File: src/rtl/riscv_mem_arb_pkg.sv
// Shared types and helpers for the data-memory / debug port arbiter.
package riscv_mem_arb_pkg;

  typedef enum logic [1:0] {IDLE, BUSY, RESP} state_t;
  typedef enum logic {GNT_CORE, GNT_DBG} gnt_t;

  localparam logic [2:0] SZ_B = 3'd0;
  localparam logic [2:0] SZ_H = 3'd1;
  localparam logic [2:0] SZ_W = 3'd2;
  localparam logic [2:0] SZ_D = 3'd3;

  // Natural alignment check; sizes wider than the data path are also faults.
  function automatic logic is_misaligned(input logic [2:0] adr,
                                         input logic [2:0] size,
                                         input int unsigned xlen);
    logic mis;
    mis = 1'b0;
    case (size)
      SZ_B:    mis = 1'b0;
      SZ_H:    mis = adr[0];
      SZ_W:    mis = |adr[1:0];
      SZ_D:    mis = |adr[2:0];
      default: mis = 1'b1;
    endcase
    if ((32'd8 << size) > xlen) mis = 1'b1;
    return mis;
  endfunction

endpackage

File: src/rtl/riscv_mem_arb_timer.sv
// Per-access ack timeout counter; expired flags the last allowed BUSY cycle.
module riscv_mem_arb_timer #(
  parameter int unsigned TIMEOUT = 256
) (
  input  logic clk,
  input  logic rst,
  input  logic clr,
  input  logic en,
  output logic expired
);

  localparam int unsigned W = (TIMEOUT > 0) ? $clog2(TIMEOUT + 1) : 1;
  localparam logic [W-1:0] LAST = W'((TIMEOUT > 0) ? TIMEOUT - 1 : 0);

  logic [W-1:0] cnt;

  always_ff @(posedge clk) begin
    if (rst || clr) cnt <= '0;
    else if (en)    cnt <= cnt + 1'b1;
  end

  assign expired = (TIMEOUT != 0) && en && (cnt == LAST);

endmodule

File: src/rtl/riscv_dmem_dbg_arbiter.sv
// Shares one downstream data-memory port between the core LSU and the debug port.
module riscv_dmem_dbg_arbiter
  import riscv_mem_arb_pkg::*;
#(
  parameter int unsigned XLEN    = 64,
  parameter int unsigned PLEN    = 64,
  parameter int unsigned TIMEOUT = 256
) (
  input  logic            clk,
  input  logic            rst,

  input  logic            dmem_req,
  input  logic [XLEN-1:0] dmem_adr,
  input  logic [XLEN-1:0] dmem_d,
  input  logic            dmem_we,
  input  logic [2:0]      dmem_size,
  output logic [XLEN-1:0] dmem_q,
  output logic            dmem_ack,
  output logic            dmem_err,
  output logic            dmem_misaligned,

  input  logic            dbg_strb,
  input  logic            dbg_we,
  input  logic [PLEN-1:0] dbg_addr,
  input  logic [XLEN-1:0] dbg_dati,
  input  logic            dbg_stall,
  output logic [XLEN-1:0] dbg_dato,
  output logic            dbg_ack,

  output logic            mem_req,
  output logic [PLEN-1:0] mem_adr,
  output logic [XLEN-1:0] mem_d,
  output logic            mem_we,
  output logic [2:0]      mem_size,
  input  logic [XLEN-1:0] mem_q,
  input  logic            mem_ack,
  input  logic            mem_err
);

  localparam logic [2:0] MAX_SIZE = 3'($clog2(XLEN / 8));

  state_t state_q, state_d;
  gnt_t   last_gnt_q, last_gnt_d;
  gnt_t   owner_q, owner_d;
  gnt_t   pick;
  logic   core_mis;
  logic   tmo_expired;

  logic            mem_req_d, mem_we_d;
  logic [PLEN-1:0] mem_adr_d;
  logic [XLEN-1:0] mem_d_d, dmem_q_d, dbg_dato_d;
  logic [2:0]      mem_size_d;
  logic            dmem_ack_d, dmem_err_d, dmem_mis_d, dbg_ack_d;

  riscv_mem_arb_timer #(.TIMEOUT(TIMEOUT)) u_timer (
    .clk     (clk),
    .rst     (rst),
    .clr     (state_q != BUSY),
    .en      (state_q == BUSY),
    .expired (tmo_expired)
  );

  assign core_mis = is_misaligned(dmem_adr[2:0], dmem_size, XLEN);

  always_comb begin
    state_d    = state_q;
    last_gnt_d = last_gnt_q;
    owner_d    = owner_q;
    pick       = GNT_CORE;
    mem_req_d  = mem_req;
    mem_adr_d  = mem_adr;
    mem_d_d    = mem_d;
    mem_we_d   = mem_we;
    mem_size_d = mem_size;
    dmem_q_d   = dmem_q;
    dbg_dato_d = dbg_dato;
    dmem_ack_d = 1'b0;
    dmem_err_d = 1'b0;
    dmem_mis_d = 1'b0;
    dbg_ack_d  = 1'b0;

    case (state_q)
      IDLE: begin
        if (dmem_req || dbg_strb) begin
          // Debug wins when alone, when the core is halted, or when it is its turn.
          if (dbg_strb && (!dmem_req || dbg_stall || last_gnt_q == GNT_CORE))
            pick = GNT_DBG;
          last_gnt_d = pick;
          owner_d    = pick;
          if (pick == GNT_DBG) begin
            state_d    = BUSY;
            mem_req_d  = 1'b1;
            mem_adr_d  = dbg_addr;
            mem_d_d    = dbg_dati;
            mem_we_d   = dbg_we;
            mem_size_d = MAX_SIZE;
          end else if (core_mis) begin
            state_d    = RESP;
            dmem_err_d = 1'b1;
            dmem_mis_d = 1'b1;
          end else begin
            state_d    = BUSY;
            mem_req_d  = 1'b1;
            mem_adr_d  = PLEN'(dmem_adr);
            mem_d_d    = dmem_d;
            mem_we_d   = dmem_we;
            mem_size_d = dmem_size;
          end
        end
      end

      BUSY: begin
        // Bus error beats a same-cycle ack; an ack beats a same-cycle timeout.
        if (mem_err || (!mem_ack && tmo_expired)) begin
          state_d   = RESP;
          mem_req_d = 1'b0;
          if (owner_q == GNT_CORE) begin
            dmem_err_d = 1'b1;
            dmem_q_d   = '0;
          end else begin
            dbg_ack_d  = 1'b1;
            dbg_dato_d = '1;
          end
        end else if (mem_ack) begin
          state_d   = RESP;
          mem_req_d = 1'b0;
          if (owner_q == GNT_CORE) begin
            dmem_ack_d = 1'b1;
            dmem_q_d   = mem_q;
          end else begin
            dbg_ack_d  = 1'b1;
            dbg_dato_d = mem_q;
          end
        end
      end

      RESP:    state_d = IDLE;
      default: state_d = IDLE;
    endcase
  end

  always_ff @(posedge clk) begin
    if (rst) begin
      state_q         <= IDLE;
      last_gnt_q      <= GNT_DBG;
      owner_q         <= GNT_CORE;
      mem_req         <= 1'b0;
      mem_adr         <= '0;
      mem_d           <= '0;
      mem_we          <= 1'b0;
      mem_size        <= '0;
      dmem_q          <= '0;
      dbg_dato        <= '0;
      dmem_ack        <= 1'b0;
      dmem_err        <= 1'b0;
      dmem_misaligned <= 1'b0;
      dbg_ack         <= 1'b0;
    end else begin
      state_q         <= state_d;
      last_gnt_q      <= last_gnt_d;
      owner_q         <= owner_d;
      mem_req         <= mem_req_d;
      mem_adr         <= mem_adr_d;
      mem_d           <= mem_d_d;
      mem_we          <= mem_we_d;
      mem_size        <= mem_size_d;
      dmem_q          <= dmem_q_d;
      dbg_dato        <= dbg_dato_d;
      dmem_ack        <= dmem_ack_d;
      dmem_err        <= dmem_err_d;
      dmem_misaligned <= dmem_mis_d;
      dbg_ack         <= dbg_ack_d;
    end
  end

endmodule

File: config.mk
export PLATFORM = sky130hd
export DESIGN_NAME = riscv_dmem_dbg_arbiter
export DESIGN_NICKNAME = d
export VERILOG_FILES = /design/src/rtl/riscv_mem_arb_pkg.sv /design/src/rtl/riscv_mem_arb_timer.sv /design/src/rtl/riscv_dmem_dbg_arbiter.sv
export SDC_FILE = /design/constraint.sdc
export NUM_CORES = 1
export LEC_CHECK = 0
export CELL_PAD_IN_SITES_DETAIL_PLACEMENT = 1
export CELL_PAD_IN_SITES_GLOBAL_PLACEMENT = 1
export CORE_AREA = 2 2 231 233
export DETAILED_ROUTE_END_ITERATION = 6
export DIE_AREA = 0 0 233 235
export PLACE_DENSITY = 0.72
export SLEW_MARGIN = 20
export SYNTH_ARGS = -nofsm -noshare
export SYNTH_HDL_FRONTEND = slang
export SYNTH_SLANG_ARGS = --single-unit
File: constraint.sdc
create_clock -name clk -period 2.5 [get_ports clk]
set_clock_uncertainty 0.05 [all_clocks]
set_input_delay 0.5 -clock clk [delete_from_list [all_inputs] [get_ports clk]]
set_output_delay 0.5 -clock clk [all_outputs]
set_load 0.05 [all_outputs]
; Yosys cells after proc, flatten, opt, wreduce, memory -nomap -nowiden
; Cells that the tools add are included.
[totals]
reg_bits = 278
inputBits = 332
out_inout_bits = 265
elab_cells = 100
[classes]
addsub = 1
order_cmp = 1
eq_ne = 10
shifts = 1
n_mux = 42
n_bitwise = 5
reduce_logical = 25
[op_table]
columns = op, count
row1 = $mux W64, 12
row2 = $gt A32 B7 Y1 const B, 1
row3 = $shl A4 B3 Y32 const A, 1
row4 = $mux W1, 19
row5 = $mux W2, 5
row6 = $add A9 B1 Y9 const B, 1
row7 = $eq A9 B8 Y1 const B, 1
row8 = $reduce_and A3 Y1, 3
row9 = $eq A3 B2 Y1 const B, 2
row10 = $mux W3, 2
row11 = $ne A3 B3 Y1 const B, 2
row12 = $reduce_or A2 Y1, 3
row13 = $logic_or A1 B1 Y1, 5
row14 = $not A1 Y1, 5
row15 = $ne A2 B1 Y1 const B, 2
row16 = $pmux W1 S2, 2
row17 = $pmux W1 S4, 1
row18 = $pmux W2 S2, 1
row19 = $reduce_and A2 Y1, 2
row20 = $reduce_and A4 Y1, 1
row21 = $reduce_bool A2 Y1, 2
row22 = $reduce_or A4 Y1, 1
row23 = $eq A3 B1 Y1 const B, 1
row24 = $logic_and A1 B1 Y1, 3
row25 = 6 further kinds, 7

; Longest topological paths before layout
; Gate-level depths: netlist (run 1).
[depth]
depth_word = 10
depth_mapped = 11
mapped_depth_nobuf = 9

; Modules after synthesis
; From an unflattened synthesis (run 1), not the netlist that was laid out.
[hier_totals]
cells_unflattened = 1123
hier_area_um2 = 11325.9
[modules_own_cells]
columns = mod, instances, cells_per_inst, area_per_inst_um2, seq_area_each_um2
row1 = riscv_dmem_dbg_arbiter, 1, 1077, 10916.7, 5385.2
row2 = riscv_mem_arb_timer, 1, 46, 409.1, 180.2

; Least setup slack after synthesis (run 1)
; Ideal clock, no wire load.
[synth_timing]
path_kind = register to register
startpoint = register u_timer.cnt[0]
endpoint = register dmem_q[51]
arrival_ns = 2.019
required_time_ns = 2.322
setup_slack_ns = 0.304
path_stages_with_launch = 12
path_buffers = 2
cell_sequence = dfxtp_1 ha_1 nand3_1 nor2_1 and3_1 ha_1 nor3_1 or3_1 buf_2 buf_1 a22oi_1 nor2_1
[synth_between]
elab_chain_cells = 6
word_cells_on_any_way = 7
cone_classes = 1 x eq/ne / 1 x mux / 5 x reduce/logical
[synth_lines]
columns = element, line
row1 = start: declaration, riscv_mem_arb_timer.sv:15  ; logic [W-1:0] cnt;
row2 = start signal: assignment, riscv_mem_arb_timer.sv:19  ; else if (en) cnt <= cnt + 1'b1;
row3 = $eq A9 B8 Y1 (*), riscv_mem_arb_timer.sv:22  ; assign expired = (TIMEOUT != 0) && en && (cnt == LAST);
row4 = $logic_and A1 B1 Y1 (*), riscv_mem_arb_timer.sv:22
row5 = $logic_and A1 B1 Y1 (*), riscv_dmem_dbg_arbiter.sv:114  ; if (mem_err || (!mem_ack && tmo_expired)) begin
row6 = $logic_or A1 B1 Y1 (*), riscv_dmem_dbg_arbiter.sv:114
row7 = $reduce_bool A2 Y1 (no source line), -
row8 = $reduce_and A3 Y1 (no source line), -
row9 = end signal: assignment, riscv_dmem_dbg_arbiter.sv:167  ; dmem_q <= dmem_q_d;
row10 = end: declaration, riscv_dmem_dbg_arbiter.sv:17  ; output logic [XLEN-1:0] dmem_q,
; Mark *: on every way between the ends. The rest lies on a longest branch, timed or not.
; A chain may end at the register's enable or synchronous reset.

; Worst setup path in the final report (run 1)
[layout_timing]
startpoint = register mem_d[37]
endpoint = output mem_d[37]
[layout_lines]
columns = element, line
row1 = start: declaration, riscv_dmem_dbg_arbiter.sv:32  ; output logic [XLEN-1:0] mem_d,
row2 = start signal: assignment, riscv_dmem_dbg_arbiter.sv:164  ; mem_d <= mem_d_d;
; No word-level cell between the ends.

==> impl_results.rst, run 1 <==
.. list-table::
   :header-rows: 1

   * - Metric
     - Value
   * - Core outline area
     - 0.0522 mm^2
   * - Area share of the largest cell type after synthesis
     - roughly half
   * - Cell with the most instances after synthesis
     - sky130_fd_sc_hd__dfxtp_1
   * - Number of endpoints with negative hold slack in the final report
     - 0
   * - Distinct cell type count of the synthesized netlist
     - 35
   * - Final worst path period share
     - 94.8%
   * - Startpoint kind of the worst setup timing path
     - register
   * - CP max stage delay
     - 0.91 ns
   * - Number of detailed-route iterations in the first pass
     - 4
   * - Worst-case hold slack
     - 0.427 ns
   * - Cell internal pwr
     - 9370 uW
   * - Startpoint-to-endpoint class of the critical path
     - register to output pin
   * - Worst-case clock buffer depth
     - 3
   * - Die width
     - 233 um
   * - First-pass GRT wire length
     - 78.0 mm
   * - Die H
     - 235 um
   * - Count of nets after finishing
     - around 1900
   * - Req. time, crit path
     - 1.95 ns
   * - Standard-cell row count
     - 84
   * - Remaining antenna violation count after routing
     - 0
   * - Tightest Hold Check Type
     - register to register
   * - Ports placed on the boundary
     - 597
   * - PwrDens
     - approximately 730 mW/mm^2
   * - Post-synth top flop
     - sky130_fd_sc_hd__dfxtp_1
   * - Syn Nets
     - 1317
   * - Post-synth EDFFs
     - 0
   * - Vias per cell
     - 4.98
   * - Floorplan die area
     - 0.0548 mm^2
   * - Final number of max-transition violations
     - 0
   * - Initial antenna violation count
     - 10
   * - Part of the total power dissipated in the clock network
     - 37.1%
   * - Highest achievable clock rate
     - 422 MHz
   * - Routed Wire Length
     - 53.4 mm
   * - Mean routed wirelength per cell
     - 23.6 um
   * - Initial core utilization
     - 20.7%
   * - Chain of cells forming the critical path
     - clkdlybuf4s50_1
   * - Vias in the first global route
     - 12100
   * - Largest cells by area after synthesis
     - sky130_fd_sc_hd__dfxtp_1, sky130_fd_sc_hd__o221a_2, sky130_fd_sc_hd__o221a_1, sky130_fd_sc_hd__nor2_1, sky130_fd_sc_hd__a22oi_1
   * - Critical Path AT
     - 1.82 ns
   * - Clock sink count
     - 278
   * - Part of the power in combinational logic
     - 26.5%
   * - Clock root buffer master
     - sky130_fd_sc_hd__clkbuf_16
   * - Minimum period implied by the final worst setup slack
     - 2.37 ns
   * - DRC violation total after the first TritonRoute iteration
     - 624
   * - Run status
     - finished, final reports clean
   * - Leakage component of the power
     - 0.00671 uW
   * - Number of buffers and inverters on the critical path
     - 1
   * - Total global-route track usage
     - 18.5%
   * - Number of vias after detailed routing
     - about 11000
   * - Relative contribution of sequential cells to total power
     - 36.3%
   * - Post-synthesis to final-layout area growth
     - 74.5%
   * - TritonCTS clock tree
     - yes
   * - PnR Total Power
     - 13800 uW
   * - Post-synth top cells
     - sky130_fd_sc_hd__dfxtp_1, sky130_fd_sc_hd__o221a_2, sky130_fd_sc_hd__nor2_1, sky130_fd_sc_hd__o221a_1, sky130_fd_sc_hd__clkbuf_1
   * - Cells after synthesis
     - 983
   * - FFs w/ async S/R, synth
     - 0%
   * - Sort of element at the end of the critical path
     - output pin
   * - Category of cells accounting for the largest share of critical-path delay
     - buffers and inverters
   * - Maximum level of the CTS H-tree
     - 2
   * - Clock network latency to the later pin of the worst-skew pair
     - 0.54 ns
   * - Number of synthesis warnings
     - 0
   * - Slew Limit Headroom
     - between 40% and 50%
   * - Slew @ Worst Pin
     - 0.786 ns
   * - Total gr overflow
     - 0
   * - Residual DRC count
     - 0
   * - Routability congestion estimate from global placement
     - 0.804
   * - Cell type of the slowest stage on the worst timing path
     - sky130_fd_sc_hd__clkdlybuf4s50_1
   * - Avg Cell Area, Syn
     - 11.0 um^2
   * - End-of-flow core utilization
     - 36.1%
   * - Syn Std Cell Area
     - 0.0108 mm^2
   * - Detailed Place HPWL
     - ~37 mm
   * - Switching Fraction
     - 32.0%
   * - Share of layout cells above drive strength 1
     - 18.5%
   * - # setup viols final
     - 0
   * - Pin count of the biggest net entering global routing
     - roughly 140
   * - Worst-case setup margin in the final layout
     - 0.129 ns
   * - Setup repair after global routing missed its margin
     - no
   * - Worst slack at placement
     - -0.0174 ns
   * - Biggest fanout along the worst timing path
     - 3
   * - NetSw
     - 4410 uW
   * - Total Neg Setup Slack
     - 0 ns
   * - Port Buf Inserts
     - 596
   * - Clock-pin transition on the worst setup and hold timing paths
     - 0.06 ns
   * - Sequential share of the synthesized area
     - between 50% and 60%
   * - Worst supply voltage drop on vdd
     - 547 uV
   * - Leading area contributor after synthesis
     - sky130_fd_sc_hd__dfxtp_1
   * - Fill cell count
     - 5717
   * - Max Cap Viol
     - 0
   * - Number of buffers inserted during clock tree synthesis
     - 36
   * - Count of state elements after synthesis
     - 278
==> stage by stage <==
step                cell area (um^2)  std cells
detailed placement             17600       2190
CTS                            18800       2252
global route                   18900       2257
finish                         18900       2260
floorplan                      10800        983
global placement               17600       2190
==> area by class of cell <==
| type | count | area (um^2) | share of cell area (%) |
|---|---|---|---|
| inverters | 5 | 21.3 | 0.113 |
| multi-input cells | 585 | 4750 | 25.2 |
| clock buffers | 50 | 1010 | 5.37 |
| flip-flops and latches | 278 | 5570 | 29.5 |
| well taps | 688 | 861 | 4.56 |
| clock inverters | 12 | 134 | 0.709 |
| repair buffers | 638 | 6510 | 34.5 |
| diodes | 4 | 10.0 | 0.0530 |
==> logic make-up (layout without fill, tap and decap cells) <==
logic type / count (synthesis) / after routing / synth area share (%)
AO/OA/AOI/OAI: 403 / 403 / 36.2
flip-flops: 278 / 278 / 51.5
AND/OR/NAND/NOR: 174 / 174 / 6.54
buffers and inverters: 120 / 705 / 5.14
XOR/XNOR: 6 / 6 / 0.486
adder cells (fa/ha/maj): 2 / 2 / 0.231
other: 0 / 4 / 0
==> what timing repair did <==
| action | in CTS | in global routing |
|---|---|---|
| resized for setup | 1 | 3 |
| pin swaps | 0 | 1 |
| setup buffers | 0 | 2 |
| setup endpoints to repair | 1 | 122 |
| endpoints found under the hold margin | 0 | 0 |
| cloned | 0 | 2 |
| hold buffers | 0 | 0 |
==> power by group through the flow <==
stage / registers (uW) / logic, uW / clock network, uW
after floorplan: 6090 / 977 / 0
after global placement: 5080 / 3600 / 0
after detailed placement: 5090 / 3650 / 0
after CTS: 5000 / 3680 / 5300
after global routing: 5050 / 3830 / 5470
final: 5010 / 3650 / 5120
==> registers in the layout (all words and copies together) (netlist names) <==
name and count:
dbg_dato 64, dmem_q 64, mem_adr 64, mem_d 64
u_timer.cnt 9, mem_size 3, state_q 2, dbg_ack 1
dmem_ack 1, dmem_err 1, dmem_misaligned 1, last_gnt_q 1
mem_req 1, mem_we 1, owner_q 1
==> routing by layer <==
| metal | routed length, um | global-route usage [%] | vias to the layer above |
|---|---|---|---|
| met5 | 80 | 0 | - |
| met4 | 1980 | 7.62 | 12 |
| met3 | 5560 | 7.82 | 105 |
| met2 | 25000 | 30.5 | 459 |
| met1 | 20800 | 20.9 | 5583 |
| li1 | - | - | 5104 |
==> layout by cell type, fill, tap and decap left out, drive strengths merged, types with 2 or more instances in the layout <==
cell             n
clkdlybuf4s50  583
nand2b           2
bufinv           2
inv              6
nor2           143
nand3            5
nor4             3
dfxtp          278
diode            4
o21a             4
clkbuf          52
xor2             2
o221a          260
buf             53
ha               2
clkinv           7
clkinvlp         2
o22ai           64
and2             2
nand2            7
nor3b            3
a22oi           64
a21oi            5
xnor2            4
nor3             4
==> worst paths after layout <==
path                                     start          to  slack, ns  cells past startpoint
worst min-delay path                   mem_req     mem_req       0.43                      1
worst max-delay path                 mem_d[37]   mem_d[37]       0.13                      1
worst max register to register  u_timer.cnt[1]  dmem_q[29]       0.15                     10
worst min register to register         mem_req     mem_req       0.43                      1
(Power assumes the default switching activity.)
==> run 2: changes to the inputs <==
- CELL_PAD_IN_SITES_DETAIL_PLACEMENT: 1 -> 0
==> run 2 against run 1 <==
Combinational power barely moved. Cell area rose by 0.23%. First-iteration DRC count fell by 3.2%. Critical path type unchanged. Die area did not move. Sequential power barely moved. Final cell count did not move. Wire length fell by 4.5%. Largest cell class unchanged. Sequential cell count did not move. Critical endpoint is now mem_d[63].
==> impl_results.rst, run 2 (synthesis gave the netlist of run 1 again) <==
.. list-table::
   :header-rows: 1

   * - Metric
     - Value
   * - Number of detailed-route iterations in the first pass
     - 5
   * - Hold Path Stages
     - 1
   * - Category of cells accounting for the largest share of critical-path delay
     - buffers and inverters
   * - Floorplan die area
     - roughly 0.055 mm^2
   * - CP max stage delay
     - between 0.9 and 1 ns
   * - PwrDens
     - between 700 and 800 mW/mm^2
   * - Startpoint-to-endpoint class of the critical path
     - register to output pin
   * - Length of routed met3 wiring
     - 4.92 mm
   * - Area after detailed placement
     - 0.0176 mm^2
   * - Final number of max-transition violations
     - 0
   * - Standard-cell row count
     - 84
   * - Chain of cells forming the critical path
     - clkdlybuf4s50_1
   * - Leakage component of the power
     - 0.00673 uW
   * - Relative contribution of sequential cells to total power
     - 36.0%
   * - Number of buffers inserted during clock tree synthesis
     - 36
   * - Count of nets after finishing
     - 1877
   * - Top routing layer used
     - met5
   * - Req. time, crit path
     - just under 2 ns
   * - Switching Fraction
     - between 30% and 40%
   * - Routed Wire Length
     - 51.0 mm
   * - Worst supply voltage drop on vdd
     - between 400 and 500 uV
   * - Fill cell count
     - 5204
   * - Critical Path AT
     - 1.83 ns
   * - Startpoint kind of the worst setup timing path
     - register
   * - Worst R2R Setup Slack
     - 0.15 ns
   * - Run status
     - finished, final reports clean
   * - Minimum period implied by the final worst setup slack
     - between 2 and 2.5 ns
   * - Commonest cells after routing, fill and taps aside
     - sky130_fd_sc_hd__clkdlybuf4s50_1, sky130_fd_sc_hd__dfxtp_1, sky130_fd_sc_hd__o221a_2, sky130_fd_sc_hd__nor2_1, sky130_fd_sc_hd__o221a_1
   * - Cell internal pwr
     - 9480 uW
   * - Clock network latency to the later pin of the worst-skew pair
     - 0.55 ns
   * - Vias per cell
     - 4.91
   * - Sink of the worst hold path
     - mem_size[2]
   * - Die width
     - 233 um
   * - Die H
     - between 200 and 250 um
   * - Setup repair after global routing missed its margin
     - no
   * - DRC violation total after the first TritonRoute iteration
     - 604
   * - Port Buf Inserts
     - 596
   * - Initial antenna violation count
     - 8
   * - Worst hold path startpoint
     - mem_size[2]
   * - Met2 wirelength from detailed routing
     - 23.6 mm
   * - Number of buffers inserted for hold repair after clock tree synthesis
     - 0
   * - Number of buffers and inverters on the critical path
     - 1
   * - Vias in the first global route
     - 11500
   * - Worst flop-to-flop path startpoint
     - u_timer.cnt[0]
   * - Clock root buffer master
     - sky130_fd_sc_hd__clkbuf_16
   * - Clock sink count
     - 278
   * - Initial core utilization
     - 20.7%
   * - Total global-route track usage
     - roughly 18%
   * - Pin count of the biggest net entering global routing
     - 136
   * - First-pass GRT wire length
     - around 74 mm
   * - Post-synthesis to final-layout area growth
     - 74.9%
   * - R2R depth
     - 11
   * - Ports placed on the boundary
     - 597
   * - NetSw
     - 4430 uW
   * - Core outline area
     - roughly 0.052 mm^2
   * - Routability congestion estimate from global placement
     - 0.804
   * - Mean routed wirelength per cell
     - 22.6 um
   * - Highest achievable clock rate
     - between 400 and 500 MHz
   * - Sort of element at the end of the critical path
     - output pin
   * - Clock-pin transition on the worst setup and hold timing paths
     - 0.06 ns
   * - Max Cap Viol
     - 0
   * - Most frequent standard cell in the layout excluding fill and tap cells
     - sky130_fd_sc_hd__clkdlybuf4s50_1
   * - Tightest Hold Check Type
     - register to register
   * - Final worst path period share
     - 95.1%
   * - Cell type of the slowest stage on the worst timing path
     - sky130_fd_sc_hd__clkdlybuf4s50_1
   * - Detailed-routing wirelength on met1
     - 20.7 mm
   * - Part of the power in combinational logic
     - 26.1%
   * - Slew Limit Headroom
     - 52.6%
   * - Register area
     - around 0.0056 mm^2
   * - Part of the total power dissipated in the clock network
     - 37.9%
   * - Worst-case hold slack
     - 0.430 ns
   * - Residual DRC count
     - 0
   * - Total gr overflow
     - 0
   * - Share of layout cells above drive strength 1
     - about a fifth
   * - Number of vias after detailed routing
     - 11100
   * - TritonCTS clock tree
     - yes
   * - Post-layout instance area
     - 0.0189 mm^2
   * - Detailed Place HPWL
     - between 30 and 40 mm
   * - Maximum level of the CTS H-tree
     - 2
   * - Capture point of the worst reg-to-reg path
     - dbg_dato[52]
   * - Number of endpoints with negative hold slack in the final report
     - 0
   * - Remaining antenna violation count after routing
     - 0
   * - Area of the multi-input gates
     - 0.00476 mm^2
   * - Slew @ Worst Pin
     - 0.706 ns
   * - Biggest fanout along the worst timing path
     - 3
   * - Worst-case clock buffer depth
     - 3
   * - # setup viols final
     - 0
-- run 2: repair_timing --
item / 4_1_cts / 5_1_grt
endpoints found under the hold margin: 0 / 0
endpoints found under the setup margin: 0 / 124
setup buffers: 0 / 1
gates resized for setup: 0 / 8
-- run 2: worst max path at each step --
stage / start / to / slack (ns) / depth (start not counted)
after global placement: dmem_size[0] / mem_d[34] / -0.03 / 7
after floorplan: u_timer.cnt[0] / dmem_q[51] / 0.30 / 11
after CTS: u_timer.cnt[1] / dbg_dato[52] / 0.03 / 10
after detailed placement: dmem_size[0] / mem_we / -0.07 / 7
final: mem_d[63] / mem_d[63] / 0.12 / 1
after global routing: mem_adr[59] / mem_adr[59] / 0.04 / 1
-- run 2: final cells by class --
cell class,instances,share of cell area [%]
Clock inverter,15,0.939
Antenna cell,4,0.0529
Clock buffer,48,5.32
Inverter,5,0.112
Multi-Input combinational cell,585,25.2
Sequential cell,278,29.4
Tap cell,688,4.55
Timing Repair Buffer,637,34.4
-- run 2: through the flow --
stage / power (uW) / worst slack (ns) / std cells / util, % / TNS, ns
after CTS: 14100 / 0.0258 / 2253 / 36.0 / 0
after floorplan: 7060 / 0.304 / 983 / - / 0
after detailed placement: 8710 / -0.0744 / 2190 / 33.8 / -1.50
final: 13900 / 0.123 / 2260 / 36.2 / 0
after global placement: 8680 / -0.0336 / 2190 / 33.8 / -0.418
after global routing: 14500 / 0.0397 / 2257 / 36.2 / 0
-- run 2: power by group through the flow --
stage,combinational [uW],sequential [uW],clock (uW)
floorplan,977,6090,0
global placement,3600,5080,0
detailed placement,3620,5080,0
CTS,3650,5000,5480
global route,3800,5040,5630
finish,3630,5000,5280
-- run 2: routing by layer --
layer | up-vias | global-route usage (%)
li1 | 5103 | -
met1 | 5418 | 20.6
met2 | 485 | 28.8
met3 | 85 | 6.58
met4 | 8 | 6.66
met5 | - | 0
==> run 3: changes to the inputs <==
- PLACE_DENSITY: 0.72 -> 0.59
==> run 3 against run 2 <==
Maximum frequency fell by 1.7%. Setup slack got worse by 0.041 ns. Via count is 0.44% lower. First-iteration DRC count up 1.7%. Combinational power barely moved. Die area stayed put. Clock power is 2% lower. Sequential cell count unchanged. Global-route usage rose by 0.55 points. Clock-buffer cell count is 5 higher. Cell area grew 0.22%. Worst hold slack worse by 0.18 ns. Largest cell class unchanged. Highest routed layer is now met4.
==> impl_results.rst, run 3 (synthesis gave the netlist of run 1 again) <==
.. list-table::
   :header-rows: 1

   * - Metric
     - Value
   * - Mean routed wirelength per cell
     - 23.1 um
   * - Slew Limit Headroom
     - a little under half
   * - Worst hold path startpoint
     - rst
   * - # setup viols final
     - 0
   * - Leakage component of the power
     - just under 0.007 uW
   * - Total gr overflow
     - 0
   * - Highest achievable clock rate
     - 414 MHz
   * - Hold Path Stages
     - 3
   * - CP max stage delay
     - about 0.86 ns
   * - Number of endpoints with negative hold slack in the final report
     - 0
   * - Register area
     - around 0.0056 mm^2
   * - Worst flop-to-flop path startpoint
     - u_timer.cnt[1]
   * - Share of layout cells above drive strength 1
     - 18.8%
   * - Startpoint-to-endpoint class of the critical path
     - register to output pin
   * - Most frequent standard cell in the layout excluding fill and tap cells
     - sky130_fd_sc_hd__clkdlybuf4s50_1
   * - Routability congestion estimate from global placement
     - 0.833
   * - Vias per cell
     - between 4 and 5
   * - Clock sink count
     - 278
   * - Worst R2R Setup Slack
     - around 0.17 ns
   * - Maximum level of the CTS H-tree
     - 2
   * - Max Cap Viol
     - 0
   * - Setup Fix Bufs, Post-CTS
     - 0
   * - Initial core utilization
     - 20.7%
   * - Req. time, crit path
     - around 2.0 ns
   * - Count of nets after finishing
     - 1885
   * - First-pass GRT wire length
     - 75.5 mm
   * - Final number of max-transition violations
     - 0
   * - Startpoint of the worst setup timing path
     - mem_d[48]
   * - Run status
     - finished, final reports clean
   * - Number of detailed-route iterations in the first pass
     - 5
   * - Slew @ Worst Pin
     - 0.778 ns
   * - Met2 Use GR
     - 29.5%
   * - Setup repair after global routing missed its margin
     - no
   * - Clock network latency to the later pin of the worst-skew pair
     - about 0.55 ns
   * - Port Buf Inserts
     - 596
   * - Vias in the first global route
     - 11200
   * - Initial antenna violation count
     - 2
   * - Total global-route track usage
     - 18.1%
   * - Biggest fanout along the worst timing path
     - 3
   * - Commonest cells after routing, fill and taps aside
     - sky130_fd_sc_hd__clkdlybuf4s50_1, sky130_fd_sc_hd__dfxtp_1, sky130_fd_sc_hd__o221a_2, sky130_fd_sc_hd__nor2_1, sky130_fd_sc_hd__o221a_1
   * - Floorplan die area
     - 0.0548 mm^2
   * - Detailed Place HPWL
     - 36.3 mm
   * - Clock-pin transition on the worst setup and hold timing paths
     - 0.06 ns
   * - Minimum period implied by the final worst setup slack
     - 2.42 ns
   * - Ports placed on the boundary
     - 597
   * - GRT met1 Usage
     - 22.2%
   * - Pin count of the biggest net entering global routing
     - 136
   * - Post-layout instance area
     - 0.0190 mm^2
   * - PwrDens
     - between 700 and 800 mW/mm^2
   * - TritonCTS clock tree
     - yes
   * - R2R depth
     - 10
   * - Residual DRC count
     - 0
   * - Category of cells accounting for the largest share of critical-path delay
     - buffers and inverters
   * - Sink of the worst hold path
     - state_q[0]
   * - Worst-case hold slack
     - 0.253 ns
   * - Number of buffers and inverters on the critical path
     - 1
   * - Die width
     - ~230 um
   * - Clock root buffer master
     - sky130_fd_sc_hd__clkbuf_16
   * - Standard-cell row count
     - 84
   * - Cell type of the slowest stage on the worst timing path
     - sky130_fd_sc_hd__clkdlybuf4s50_1
   * - Met3 track demand over resource
     - 6.54%
   * - Critical Path AT
     - 1.87 ns
   * - Number of vias after detailed routing
     - about 11000
   * - DRC violation total after the first TritonRoute iteration
     - 614
   * - Post-synthesis to final-layout area growth
     - 75.3%
   * - Final worst path period share
     - a little over nine tenths
   * - Number of buffers inserted for hold repair after clock tree synthesis
     - 0
   * - Busiest grt layer
     - met2
   * - Routed Wire Length
     - 52.3 mm
   * - Area of the multi-input gates
     - 0.00475 mm^2
   * - Remaining antenna violation count after routing
     - 0
   * - Fill cell count
     - 5248
   * - Worst-case clock buffer depth
     - 3
   * - Area after detailed placement
     - 0.0177 mm^2
   * - Tightest Hold Check Type
     - input pin to register
   * - Core outline area
     - 0.0522 mm^2
   * - Worst supply voltage drop on vdd
     - 484 uV
   * - Startpoint kind of the worst setup timing path
     - register
   * - Sort of element at the end of the critical path
     - output pin
   * - Number of buffers inserted during clock tree synthesis
     - 37
   * - Capture point of the worst reg-to-reg path
     - dmem_q[56]
   * - Chain of cells forming the critical path
     - clkdlybuf4s50_1
   * - Die H
     - roughly 240 um
## run 3: changes by cell type in the layout (fill, tap and decap cells not counted), moves of 2 or more
cell / before / now
sky130_fd_sc_hd__buf_4: 33 / 36
sky130_fd_sc_hd__bufinv_16: 3 / 0
sky130_fd_sc_hd__clkbuf_8: 6 / 9
sky130_fd_sc_hd__clkdlybuf4s50_1: 583 / 586
sky130_fd_sc_hd__diode_2: 4 / 2
## run 3: power breakdown
group	internal [uW]	switching, uW
clock	3000	2140
combinational	1590	2030
sequential	4750	252
total	9350	4430
## run 3: per-layer routing
layer / part of all wire, % / routed length, um
met1: 41 / 21700
met2: 47 / 24600
met3: 9.4 / 4900
met4: 2.2 / 1140
met5: 0 / 0
## run 3: metrics by stage
| stage | setup slack [ns] | util (%) | instances | total power, uW | TNS (ns) |
|---|---|---|---|---|---|
| 3_5_place_dp | -0.106 | 33.9 | 2198 | 8710 | -5.32 |
| 5_1_grt | 0.0142 | 36.3 | 2265 | 14300 | 0 |
| 6_report | 0.0819 | 36.3 | 2266 | 13800 | 0 |
| 4_1_cts | 0.0461 | 36.1 | 2262 | 14000 | 0 |
| 2_1_floorplan | 0.304 | - | 983 | 7060 | 0 |
| 3_3_place_gp | -0.192 | 33.9 | 2198 | 8700 | -4.81 |
## run 3: cell type report
type | count | share of cell area (%)
Clock inverter | 11 | 0.475
Tap cell | 688 | 4.54
Multi-Input combinational cell | 585 | 25.1
Clock buffer | 53 | 5.68
Sequential cell | 278 | 29.4
Timing Repair Buffer | 644 | 34.7
Antenna cell | 2 | 0.0264
Inverter | 5 | 0.112
## run 3: worst max path at each step
| stage | endpoint | slack, ns | depth (start not counted) |
|---|---|---|---|
| after floorplan | dmem_q[51] | 0.30 | 11 |
| after global placement | dmem_err | -0.19 | 7 |
| after detailed placement | dmem_err | -0.11 | 7 |
| after CTS | dmem_q[56] | 0.05 | 10 |
| after global routing | dbg_dato[26] | 0.01 | 12 |
| final | mem_d[48] | 0.08 | 1 |
## run 3: timing repair
item | in CTS | in global routing
endpoints found under the setup margin | 0 | 90
hold endpoints to repair | 0 | 0
gates resized for setup | 0 | 5
## run 3: worst register-to-register path, cell delays in order, from the launching register on
cell and delay (ns):
sky130_fd_sc_hd__dfxtp_1 0.35, sky130_fd_sc_hd__ha_1 0.19, sky130_fd_sc_hd__nand3_1 0.14, sky130_fd_sc_hd__nor2_2 0.12
sky130_fd_sc_hd__and3_1 0.17, sky130_fd_sc_hd__ha_1 0.21, sky130_fd_sc_hd__nor3_2 0.07, sky130_fd_sc_hd__or3_4 0.39
sky130_fd_sc_hd__buf_16 0.20, sky130_fd_sc_hd__a22oi_1 0.23, sky130_fd_sc_hd__nor2_1 0.06
